`config.mk`:
```
export PLATFORM = sky130hd
export DESIGN_NAME = pwm_capture_flat
export DESIGN_NICKNAME = d
export VERILOG_FILES = /design/src/rtl/pwm_capture_if.sv /design/src/rtl/pwm_capture.sv /design/src/flat_wrapper.sv
export SDC_FILE = /design/constraint.sdc
export NUM_CORES = 1
export LEC_CHECK = 0
export BUFFER_PORTS_ARGS = -buffer_cell sky130_fd_sc_hd__buf_2
export CAP_MARGIN = 20
export CORE_MARGIN = 5
export CORE_UTILIZATION = 64
export CTS_BUF_LIST = sky130_fd_sc_hd__clkbuf_2
export DETAILED_ROUTE_END_ITERATION = 16
export PLACE_DENSITY = 0.83
export SYNTH_ARGS = -nofsm -noshare
export SYNTH_HDL_FRONTEND = slang
export SYNTH_SLANG_ARGS = --single-unit
```
`constraint.sdc`:
```
create_clock -name clk -period 5.2 [get_ports clk]
set_clock_uncertainty 0.2 [all_clocks]
set_input_delay 0.26 -clock clk [delete_from_list [all_inputs] [get_ports clk]]
set_output_delay 0.26 -clock clk [all_outputs]
set_load 0.02 [all_outputs]
```
`src/rtl/pwm_capture_if.sv`:
```
// Purpose : bundles the pwm_capture measurement inputs and decoded result stream.
// Latency : n/a (signal bundle only).
// Backpressure: none; the result stream is a one-cycle strobe with no ready.
// Ports   : hsync/pwm_in into the capture block; data_out, data_valid, err_*,
//           and locked out of it. The capture block uses 'master', consumers use 'slave'.
interface pwm_capture_if #(
    parameter int DWIDTH = 8
);
    logic              hsync;
    logic              pwm_in;
    logic [DWIDTH-1:0] data_out;
    logic              data_valid;
    logic              err_multi;
    logic              err_trunc;
    logic              err_sat;
    logic              err_timeout;
    logic              locked;

    modport master (
        input  hsync, pwm_in,
        output data_out, data_valid, err_multi, err_trunc, err_sat, err_timeout, locked
    );

    modport slave (
        output hsync, pwm_in,
        input  data_out, data_valid, err_multi, err_trunc, err_sat, err_timeout, locked
    );
endinterface

```
`src/rtl/pwm_capture.sv`:
```
// Purpose : measures the PWM high time within each hsync period and recovers the code.
// Latency : data_valid is one cycle after the edge that samples the closing hsync rise.
// Backpressure: none; every closed or timed-out period emits one strobe.
// Ports   : clk, rst (sync, active high); bus = pwm_capture_if.master carrying
//           hsync, pwm_in (async) in and data_out/data_valid/err_*/locked out.
module pwm_capture #(
    parameter int DWIDTH      = 8,
    parameter int SYNC_STAGES = 2,    // 2..3
    parameter int TIMEOUT     = 1024  // must exceed 2**DWIDTH
) (
    input  logic          clk,
    input  logic          rst,
    pwm_capture_if.master bus
);
    typedef enum logic [1:0] {IDLE, LOW_PRE, HIGH, LOW_POST} state_t;

    localparam int                PCW  = $clog2(TIMEOUT + 1);
    localparam logic [DWIDTH-1:0] WMAX = '1;

    logic [SYNC_STAGES-1:0] sync_q, sync_d;
    logic                   hsync_q, hsync_d;
    state_t                 state_q, state_d;
    logic [DWIDTH-1:0]      width_cnt_q, width_cnt_d;
    logic                   multi_f_q, multi_f_d;
    logic                   sat_f_q, sat_f_d;
    logic [PCW-1:0]         period_cnt_q, period_cnt_d;
    logic [DWIDTH-1:0]      data_out_q, data_out_d;
    logic                   data_valid_q, data_valid_d;
    logic                   err_multi_q, err_multi_d;
    logic                   err_trunc_q, err_trunc_d;
    logic                   err_sat_q, err_sat_d;
    logic                   err_timeout_q, err_timeout_d;
    logic                   locked_q, locked_d;

    logic pwm_s;
    logic hsync_rise;
    logic timeout;
    logic close;

    always_comb begin
        sync_d        = {sync_q[SYNC_STAGES-2:0], bus.pwm_in};
        hsync_d       = bus.hsync;
        pwm_s         = sync_q[SYNC_STAGES-1];
        hsync_rise    = bus.hsync & ~hsync_q;
        timeout       = (state_q != IDLE) && (period_cnt_q == PCW'(TIMEOUT));
        // A rise closes an open period; a timeout closes it only if no rise competes.
        close         = (state_q != IDLE) && (hsync_rise || timeout);

        state_d       = state_q;
        width_cnt_d   = width_cnt_q;
        multi_f_d     = multi_f_q;
        sat_f_d       = sat_f_q;
        period_cnt_d  = period_cnt_q;
        data_out_d    = data_out_q;
        data_valid_d  = 1'b0;
        err_multi_d   = err_multi_q;
        err_trunc_d   = err_trunc_q;
        err_sat_d     = err_sat_q;
        err_timeout_d = err_timeout_q;
        locked_d      = locked_q;

        // Report uses the counters as they stood before this cycle's sample,
        // which belongs to the next period.
        if (close) begin
            data_out_d    = width_cnt_q;
            err_trunc_d   = (state_q == HIGH);
            err_multi_d   = multi_f_q;
            err_sat_d     = sat_f_q;
            err_timeout_d = ~hsync_rise;
            data_valid_d  = 1'b1;
        end

        if (hsync_rise) begin
            width_cnt_d  = {{(DWIDTH-1){1'b0}}, pwm_s};
            state_d      = pwm_s ? HIGH : LOW_PRE;
            multi_f_d    = 1'b0;
            sat_f_d      = 1'b0;
            period_cnt_d = PCW'(1);
            locked_d     = 1'b1;
        end else if (timeout) begin
            state_d  = IDLE;
            locked_d = 1'b0;
        end else if (state_q != IDLE) begin
            period_cnt_d = period_cnt_q + PCW'(1);
            if (pwm_s) begin
                if (width_cnt_q == WMAX) sat_f_d = 1'b1;
                else                     width_cnt_d = width_cnt_q + DWIDTH'(1);
            end
            case (state_q)
                LOW_PRE:  if (pwm_s)  state_d = HIGH;
                HIGH:     if (!pwm_s) state_d = LOW_POST;
                LOW_POST: if (pwm_s) begin
                    state_d   = HIGH;
                    multi_f_d = 1'b1;
                end
                default:  state_d = state_q;
            endcase
        end
    end

    always_ff @(posedge clk) begin
        if (rst) begin
            sync_q        <= '0;
            hsync_q       <= 1'b0;
            state_q       <= IDLE;
            width_cnt_q   <= '0;
            multi_f_q     <= 1'b0;
            sat_f_q       <= 1'b0;
            period_cnt_q  <= '0;
            data_out_q    <= '0;
            data_valid_q  <= 1'b0;
            err_multi_q   <= 1'b0;
            err_trunc_q   <= 1'b0;
            err_sat_q     <= 1'b0;
            err_timeout_q <= 1'b0;
            locked_q      <= 1'b0;
        end else begin
            sync_q        <= sync_d;
            hsync_q       <= hsync_d;
            state_q       <= state_d;
            width_cnt_q   <= width_cnt_d;
            multi_f_q     <= multi_f_d;
            sat_f_q       <= sat_f_d;
            period_cnt_q  <= period_cnt_d;
            data_out_q    <= data_out_d;
            data_valid_q  <= data_valid_d;
            err_multi_q   <= err_multi_d;
            err_trunc_q   <= err_trunc_d;
            err_sat_q     <= err_sat_d;
            err_timeout_q <= err_timeout_d;
            locked_q      <= locked_d;
        end
    end

    assign bus.data_out    = data_out_q;
    assign bus.data_valid  = data_valid_q;
    assign bus.err_multi   = err_multi_q;
    assign bus.err_trunc   = err_trunc_q;
    assign bus.err_sat     = err_sat_q;
    assign bus.err_timeout = err_timeout_q;
    assign bus.locked      = locked_q;
endmodule

```
`src/flat_wrapper.sv`:
```
// flat-port wrapper written by rule: the top's interface ports become plain ports
module pwm_capture_flat 
#(
    parameter int DWIDTH      = 8,
    parameter int SYNC_STAGES = 2,           
    parameter int TIMEOUT     = 1024                          
)
  (clk, rst, bus_hsync, bus_pwm_in, bus_data_out, bus_data_valid, bus_err_multi, bus_err_trunc, bus_err_sat, bus_err_timeout, bus_locked);
  pwm_capture_if #(.DWIDTH(DWIDTH)) bus_i ();
  input  logic clk;
  input  logic rst;
  input wire logic [$bits(bus_i.hsync)-1:0] bus_hsync;
  input wire logic [$bits(bus_i.pwm_in)-1:0] bus_pwm_in;
  output wire logic [$bits(bus_i.data_out)-1:0] bus_data_out;
  output wire logic [$bits(bus_i.data_valid)-1:0] bus_data_valid;
  output wire logic [$bits(bus_i.err_multi)-1:0] bus_err_multi;
  output wire logic [$bits(bus_i.err_trunc)-1:0] bus_err_trunc;
  output wire logic [$bits(bus_i.err_sat)-1:0] bus_err_sat;
  output wire logic [$bits(bus_i.err_timeout)-1:0] bus_err_timeout;
  output wire logic [$bits(bus_i.locked)-1:0] bus_locked;
  assign bus_i.hsync = bus_hsync;
  assign bus_i.pwm_in = bus_pwm_in;
  assign bus_data_out = bus_i.data_out;
  assign bus_data_valid = bus_i.data_valid;
  assign bus_err_multi = bus_i.err_multi;
  assign bus_err_trunc = bus_i.err_trunc;
  assign bus_err_sat = bus_i.err_sat;
  assign bus_err_timeout = bus_i.err_timeout;
  assign bus_locked = bus_i.locked;
  pwm_capture #(.DWIDTH(DWIDTH), .SYNC_STAGES(SYNC_STAGES), .TIMEOUT(TIMEOUT)) u_core (.clk(clk), .rst(rst), .bus(bus_i));
endmodule
```
==> results of run 1 <==
-- flip-flops by register name (all words and copies together), names as in the netlist --
| signal | flops |
|---|---|
| u_core.bus.data_out | 8 |
| u_core.bus.data_valid | 1 |
| u_core.bus.err_multi | 1 |
| u_core.bus.err_sat | 1 |
| u_core.bus.err_timeout | 1 |
| u_core.bus.err_trunc | 1 |
| u_core.bus.locked | 1 |
| u_core.hsync_q | 1 |
| u_core.multi_f_q | 1 |
| u_core.period_cnt_q | 11 |
| u_core.sat_f_q | 1 |
| u_core.state_q | 2 |
| u_core.sync_q | 2 |
| u_core.width_cnt_q | 8 |
-- report_power, final --
part / switching, mW / leakage, nW / internal (mW)
Clock: 0.0999 / 0.0380 / 0.0784
Combinational: 0.0349 / 0.349 / 0.0159
Sequential: 0.00621 / 0.324 / 0.312
Total: 0.141 / 0.711 / 0.407
-- cell type report --
type,count,share of cell area (%)
clock inverters,3,1.87
inverters,5,0.933
well taps,31,1.93
repair buffers,19,5.22
flip-flops and latches,40,39.8
multi-input cells,144,49.0
clock buffers,5,1.24
-- cell usage after synthesis, types with 3 or more instances --
| cell type | count |
|---|---|
| sky130_fd_sc_hd__a21bo_2 | 10 |
| sky130_fd_sc_hd__a21oi_1 | 22 |
| sky130_fd_sc_hd__a31oi_1 | 4 |
| sky130_fd_sc_hd__clkbuf_1 | 6 |
| sky130_fd_sc_hd__dfxtp_1 | 40 |
| sky130_fd_sc_hd__ha_1 | 3 |
| sky130_fd_sc_hd__inv_1 | 5 |
| sky130_fd_sc_hd__nand2_1 | 7 |
| sky130_fd_sc_hd__nand3_1 | 18 |
| sky130_fd_sc_hd__nand4_1 | 4 |
| sky130_fd_sc_hd__nor2_1 | 15 |
| sky130_fd_sc_hd__nor2b_1 | 4 |
| sky130_fd_sc_hd__nor4b_1 | 3 |
| sky130_fd_sc_hd__o21ai_0 | 6 |
| sky130_fd_sc_hd__o31ai_1 | 5 |
| sky130_fd_sc_hd__or3_1 | 3 |
| sky130_fd_sc_hd__or4_2 | 4 |
| sky130_fd_sc_hd__xnor2_1 | 5 |
-- kinds of logic (layout without fill, tap and decap cells) --
| kind of cell | count (synthesis) | after routing | share of synthesized area [%] |
|---|---|---|---|
| compound gates | 60 | 60 | 24.1 |
| xor+xnor | 7 | 7 | 3.28 |
| fa+ha+maj | 3 | 3 | 2.01 |
| buf+inv | 17 | 32 | 4.54 |
| flops | 40 | 40 | 42.8 |
| mux | 2 | 2 | 1.07 |
| simple gates | 72 | 72 | 22.3 |
-- path summary, 6_finish.rpt --
| path | start | endpoint | slack (ns) | cells past startpoint |
|---|---|---|---|---|
| max reg2reg | u_core.period_cnt_q[0]$_SDFFE_PP0P_ | u_core.bus.err_trunc$_SDFFE_PP0P_ | 2.66 | 6 |
| min | rst | u_core.sync_q[0]$_SDFF_PP0_ | 0.08 | 2 |
| max | u_core.period_cnt_q[0]$_SDFFE_PP0P_ | u_core.bus.err_trunc$_SDFFE_PP0P_ | 2.66 | 6 |
| min reg2reg | u_core.sync_q[0]$_SDFF_PP0_ | u_core.sync_q[1]$_SDFF_PP0_ | 0.26 | 1 |
-- metal layers --
metal	wire length [µm]	global-route usage (%)
met1	1550	22.6
met2	1860	32.3
met3	203	4.73
met4	72	9.09
met5	0	0
==> run summary, run 1 <==
TritonCTS built the clock tree. The tools report the violation count after the first detailed-routing iteration as 146. The biggest area contributor in the post-synthesis netlist is sky130_fd_sc_hd__dfxtp_1.

The total inserted antenna cells was 0; the fraction of layout cells with a size suffix above 1 was 22.7%. Once placement finished, the instance area stood at 0.00193 mm². For the initial antenna violation count, the log shows 0. In this run the tool buffered the top-level ports with 17 buffer cells. Fraction of synthesis flops using an asynchronous set or reset pin: 0%.

Counting tap cells, the placed design contains a total of 237 instances. For this design the top-level I/O count stands at 18. Summed over all layers, the routed wires come to 3690 µm. The residual antenna-violating net count after detailed routing was 0. The count of cells in the finished layout, fillers not included, comes to 247. Final hold violation count: 0.

The final-report max-slew violation count is 0. Total leakage power: 0.711 nW. The netlist uses 45 different library cells. Summed instance area of the synthesized netlist: 0.00187 mm². Required time at the endpoint of the critical path: 5.33 ns. The run gives 0 as the total congestion overflow after global routing. After layout, the worst setup slack is 2.66 ns.

Clock-pin slew was measured on the worst setup and hold paths at 0.19 ns. At the end of the flow, the number of nets in the layout was 222. The tightest hold path in the finished design has a slack of 0.0781 ns. Across the VDD grid, the largest voltage drop is 223 µV. For the number of warnings printed during yosys synthesis, the log shows 0. In the routed layout, each cell is associated on average with a via count of 6.39. The logs give 986 µm² for the total area of multi-input combinational cells and 72.3% for the share of the core filled with cells. In the post-synthesis netlist, the biggest area contributors are sky130_fd_sc_hd__dfxtp_1 43%, sky130_fd_sc_hd__a21oi_1 5.9%, sky130_fd_sc_hd__a21bo_2 5.3%. Number of global-route vias before repair: 1448. Number of DRC violations after detailed routing: 0.

The floorplan has 19 rows. The die is 64.1 µm wide. The flip-flop cell with the highest count after synthesis is sky130_fd_sc_hd__dfxtp_1. The tool flagged a number of max-cap violations equal to 0. The per-cell routed wire length works out to 14.9 µm. Once the floorplan was initialized, standard cells occupied 67.3% of the core.

Clock tree synthesis inserted a total of 5 buffers. The total power divided by cell area was 272 mW/mm². The worst setup path is captured at a register. The slowest stage of the critical path is the sky130_fd_sc_hd__o31ai_4 cell. The later pin in the worst-skew pair is clocked with a latency of 0.40 ns. The chip height works out to 64.1 µm. The root cell of the clock tree was sky130_fd_sc_hd__clkbuf_2. The worst setup path is of the reg2reg kind. For the pin with the worst max-slew slack, the measured transition is 0.850 ns. In the finished design, the share of the clock period the worst path needs comes to 48.8%.

In this run the worst path has a maximum fanout of 23. Portion of the post-synthesis area used by sequential elements: 42.8%. The run finished with clean final reports. The synthesized design contains 0 enable-type register cells. The via count is 1578, and the overall power is 548 µW.

Averaged over all synthesized cells, the footprint is 9.31 µm². Adding up every negative setup slack in the final design gives 0 ns. Once detailed placement completed, the half-perimeter wirelength came to 2600 µm. Before antenna repair, the detailed router went through 4 iterations. The setup slack after placement was 2.67 ns; the count of hold-fix buffers inserted at cts was 2. The largest stage delay on the critical path came out at 0.75 ns. Setup repair after global routing left no endpoint under its margin. Data on the critical path arrives at its endpoint at 2.67 ns.

The signal on the critical path passes through inv_1 > ha_1 > or4b_4 > o31ai_4 > a21oi_1 > a211oi_2. Area share of the largest cell type after synthesis: 42.8%. Type of origin of the critical path: a register. Routability-driven placement finished with a final weighted congestion of 0.887. For the count of final setup violators, the log shows 0. Cell family with the largest share of critical-path delay: compound AO/OA/AOI/OAI gates. The most frequent standard cell in the layout excluding fill and tap cells is sky130_fd_sc_hd__dfxtp_1. The clock net in this run drives a total of 40 sinks. Based on the critical path, the design can be clocked at up to 0.394 GHz. The library cells used most frequently in the layout, excluding fill and tap cells, are 40 x sky130_fd_sc_hd__dfxtp_1, 22 x sky130_fd_sc_hd__a21oi_1, 18 x sky130_fd_sc_hd__nand3_1, 17 x sky130_fd_sc_hd__buf_2, 15 x sky130_fd_sc_hd__nor2_1. For the finished layout, the period the worst path requires is 2.54 ns. Class of the worst hold path: in2reg. Layout overhead on the synthesized area: 7.49%. The tools report the buffer levels on the longest clock path as 2. The first global-routing pass estimated 6470 µm of wire. The fill cell total of the finished layout is 215, and the synthesized instance count is 201. Buffers added to address setup during post-CTS repair amount to 0. After synthesis the netlist holds a flip-flop and latch count of 40. The total area of sequential cells is 801 µm².

The combined buffer and inverter count along the critical path was 1; the all-layer global routing usage was 19.1%. The deepest level of the CTS H-tree was 2. Post-CTS repair changed the size of 0 cells.

The worst pin sits at a relative slew slack of 43.3%. The number of nets handed over by synthesis was 208. The die outline area came out at 0.00411 mm². The finished cells cover 0.00201 mm².

The core region is 0.00278 mm². Entering global routing, the biggest net connects 27 pins.
No activity file was read; power rests on OpenSTA's default activity.
==> inputs of run 2 (changes only) <==
Settings changed: CORE_UTILIZATION 64 to 55, PLACE_DENSITY 0.83 to 0.76.
Clock period 5.2 ns to 2.3 ns, I/O delays scaled along.
==> run 2 against run 1 <==
Effect of this change:
- worst hold slack improved by 0.19 ns
- count of clock-buffer cells in the layout did not move
- critical endpoint is now u_core.width_cnt_q[4]$_SDFFE_PP0P_
- design area increased by 6.3%
- flip-flop and latch count stayed put
- setup slack got worse by 2.5 ns
- cell count up 11%
- sequential power up 130%
- core utilization down 7.7 points
- via count is 1.2% higher
- clock power up 130%
- sequential share of layout area decreased by 2.3 points
==> run summary, run 2 (synthesis results as in run 1) <==
The flow ran to the end, and the final reports show no timing, DRC or antenna violations. Final hold violation count: 0 (unchanged). The most critical setup path has its startpoint at u_core.period_cnt_q[1]$_SDFFE_PP0P_. The tools report the terminus of the critical flop-to-flop path as u_core.width_cnt_q[4]$_SDFFE_PP0P_. For the setup slack after placement, the log shows 0.0735 ns (-2.60 ns). The largest net degree at the start of global routing came out at 25 (-7.4%). The residual antenna-violating net count after detailed routing came out at 0 (unchanged).

The total power divided by cell area was 594 mW/mm² (+120%); the routability congestion estimate from global placement was 0.855 (-3.6%). The all-layer global routing usage was 19.2% (+0.096 points). The logs give 2.32 ns (-0.35 ns) for the arrival time reported for the critical path endpoint and 21 (+2) for the number of rows in the core area.

The effective utilization at floorplan was 56.5% (-11 points); the final-layout worst hold slack was 0.270 ns (+0.192 ns). The share of the cycle needed by the critical path after routing was 94.8% (+46 points); the count of buffers from port buffering was 17 (unchanged). The chip height works out to 68.3 µm (+6.6%). TritonCTS built the clock tree. The net load switching power is 330 µW (+130%). The tools report the part of the power in registers as 56.6% (-1.6 points). The logic gate share of total power was 10.9% (+1.6 points). The flip-flop count of the largest register, all copies and words added works out to 11 (unchanged). The register with the most flip-flops in the final layout is u_core.period_cnt_q. The number of vias per cell was 5.85 (-8.4%). The die outline area came out at 0.00467 mm² (+14%). The logs give 0.459 GHz (+16%) for the achievable clock frequency and 0 (unchanged) for the final-report max-slew violation count.

The worst hold path belongs to the class reg2reg. The tools report the setup TNS after final layout as 0 ns (unchanged). The deepest level of the CTS H-tree was 2 (unchanged).

The clock buffer count from CTS was 5 (unchanged); the number of DRC violations after detailed routing was 0 (unchanged). The top cell types in the final layout, fill and taps aside, are 39 x sky130_fd_sc_hd__dfxtp_1, 22 x sky130_fd_sc_hd__a21oi_1, 18 x sky130_fd_sc_hd__nand3_1, 17 x sky130_fd_sc_hd__buf_2, 15 x sky130_fd_sc_hd__nor2_1. For the via count, the log shows 1597 (+1.2%).

The worst setup path is of the reg2reg kind. The total congestion overflow after global routing came out at 0 (unchanged). The worst register-to-register path begins at u_core.period_cnt_q[1]$_SDFFE_PP0P_.

For the fill cell total of the finished layout, the log shows 291 (+35%). The total inserted antenna cells was 0 (unchanged). The detailed placement HPWL was 2860 µm (+10%). The cell sitting at the root of the clock tree is a sky130_fd_sc_hd__clkbuf_2. The run gives 0 (unchanged) as the number of max-capacitance violations reported. The fraction of layout cells with a size suffix above 1 is 26.4% (+3.7 points), and the total leakage power is 0.770 nW (+8.3%). The transition time at the pin with the least slew margin was 0.664 ns (-0.187 ns). Internal power: 940 µW (+130%). The count of boundary I/O pins was 18 (unchanged). The die outline width works out to 68.3 µm (+6.6%). Clock-pin transition on the worst setup and hold timing paths: 0.20 ns (about the same). For the reg-to-reg setup timing slack, the log shows 0.12 ns (-2.54 ns).

The logs give 0.00200 mm² (+3.6%) for the cell area after placement and 2 (unchanged) for the buffer levels on the longest clock path. The run gives 0.00331 mm² (+19%) as the core footprint. For the number of search-and-repair iterations in the first detailed-routing pass, the log shows 4 (unchanged). The design area was 0.00214 mm² (+6.3%). Setup repair after global routing left no endpoint under its margin. Final setup slack of the worst path: 0.119 ns (-2.54 ns). The final net count came out at 233 (+5.0%).

Most frequent standard cell in the layout excluding fill and tap cells: sky130_fd_sc_hd__dfxtp_1. The endpoint of the worst setup timing path was u_core.width_cnt_q[4]$_SDFFE_PP0P_. The total routed wirelength was 4000 µm (+8.4%); the global-route wire length before repair was 6860 µm (+6.0%). Compared with the post-synthesis result, the final layout area differs by 14.3%. The number of cell instances on the worst register-to-register path is 7 (+1). Largest fanout on the critical path: 8 (-65%).

The count of final setup violators was 0 (unchanged); the number of global-route vias before repair was 1579 (+9.0%). Part of the total power dissipated in the clock network: 32.5% (about the same). The type of origin of the critical path was a register. The run gives 125 (-14%) as the violation count after the first detailed-routing iteration. The required time at the endpoint of the critical path is 2.44 ns (-2.89 ns), and the per-cell routed wire length is 14.6 µm (-1.9%). The clock network latency to the later pin of the worst-skew pair is 0.39 ns (about the same).

For the worst ir drop on vdd, the log shows 389 µV (+74%). The switching power share of the total came out at 26.0% (+0.26 points). For the clock sink count, the log shows 40 (unchanged).

The initial antenna violation count is 0 (unchanged), and the time the final worst path needs with I/O delays and setup is 2.18 ns (-0.358 ns). The tools report the worst slew slack as a fraction of its limit as 55.3% (+12 points). The worst setup path is captured at a register.
## run 2: how the worst min path moves through the flow
stage / to / from / depth (start not counted) / slack [ns]
2_1_floorplan: u_core.sync_q[1]$_SDFF_PP0_ / rst / 1 / -0.01
3_3_place_gp: u_core.sync_q[0]$_SDFF_PP0_ / bus_pwm_in / 2 / 0.12
3_5_place_dp: u_core.sync_q[0]$_SDFF_PP0_ / bus_pwm_in / 2 / 0.14
4_1_cts: u_core.sync_q[1]$_SDFF_PP0_ / u_core.sync_q[0]$_SDFF_PP0_ / 1 / 0.27
5_1_grt: u_core.sync_q[1]$_SDFF_PP0_ / u_core.sync_q[0]$_SDFF_PP0_ / 1 / 0.29
6_report: u_core.sync_q[1]$_SDFF_PP0_ / u_core.sync_q[0]$_SDFF_PP0_ / 1 / 0.27
## run 2: area by class of cell
cell class | count | area [µm²] | area share, %
multi-input combinational | 144 | 986 | 46.1
clock buffer | 5 | 25.0 | 1.17
inverter | 5 | 18.8 | 0.877
timing repair buffer | 30 | 208 | 9.71
sequential | 40 | 802 | 37.5
clock inverter | 3 | 42.5 | 1.99
tap | 46 | 57.6 | 2.69
## run 2: metal layers
metal	track usage (%)	vias to the layer above	share of wire [%]
met4	9.18	0	1.9
met5	0	-	0
met3	3.61	9	3.8
li1	-	792	-
met1	21.4	762	44
met2	34.9	34	51
## run 2: through the flow
stage,power (mW),util [%],instances
finish,1.27,64.6,273
global route,1.32,64.6,273
CTS,1.27,63.9,270
detailed placement,0.861,60.4,257
global placement,0.854,60.4,257
floorplan,0.826,-,201
## run 2: what timing repair did
item,CTS,global route
hold endpoints to repair,18,0
gates resized for setup,0,1
endpoints found under the setup margin,0,3
hold buffers,5,0
setup buffers,0,3
## run 2: critical path, cell delays in order (launching register included)
cell and delay, ns:
sky130_fd_sc_hd__dfxtp_2 0.40, sky130_fd_sc_hd__inv_1 0.05, sky130_fd_sc_hd__ha_1 0.17, sky130_fd_sc_hd__or4b_4 0.25, sky130_fd_sc_hd__o31ai_4 0.09, sky130_fd_sc_hd__buf_4 0.18
sky130_fd_sc_hd__or4_2 0.64, sky130_fd_sc_hd__a21oi_1 0.15
## run 2: power by group through the flow
| stage | logic (mW) | clock network, mW | registers, mW |
|---|---|---|---|
| finish | 0.138 | 0.413 | 0.719 |
| global route | 0.152 | 0.444 | 0.721 |
| CTS | 0.135 | 0.420 | 0.718 |
| detailed placement | 0.129 | 0 | 0.732 |
| global placement | 0.123 | 0 | 0.732 |
| floorplan | 0.0918 | 0 | 0.734 |
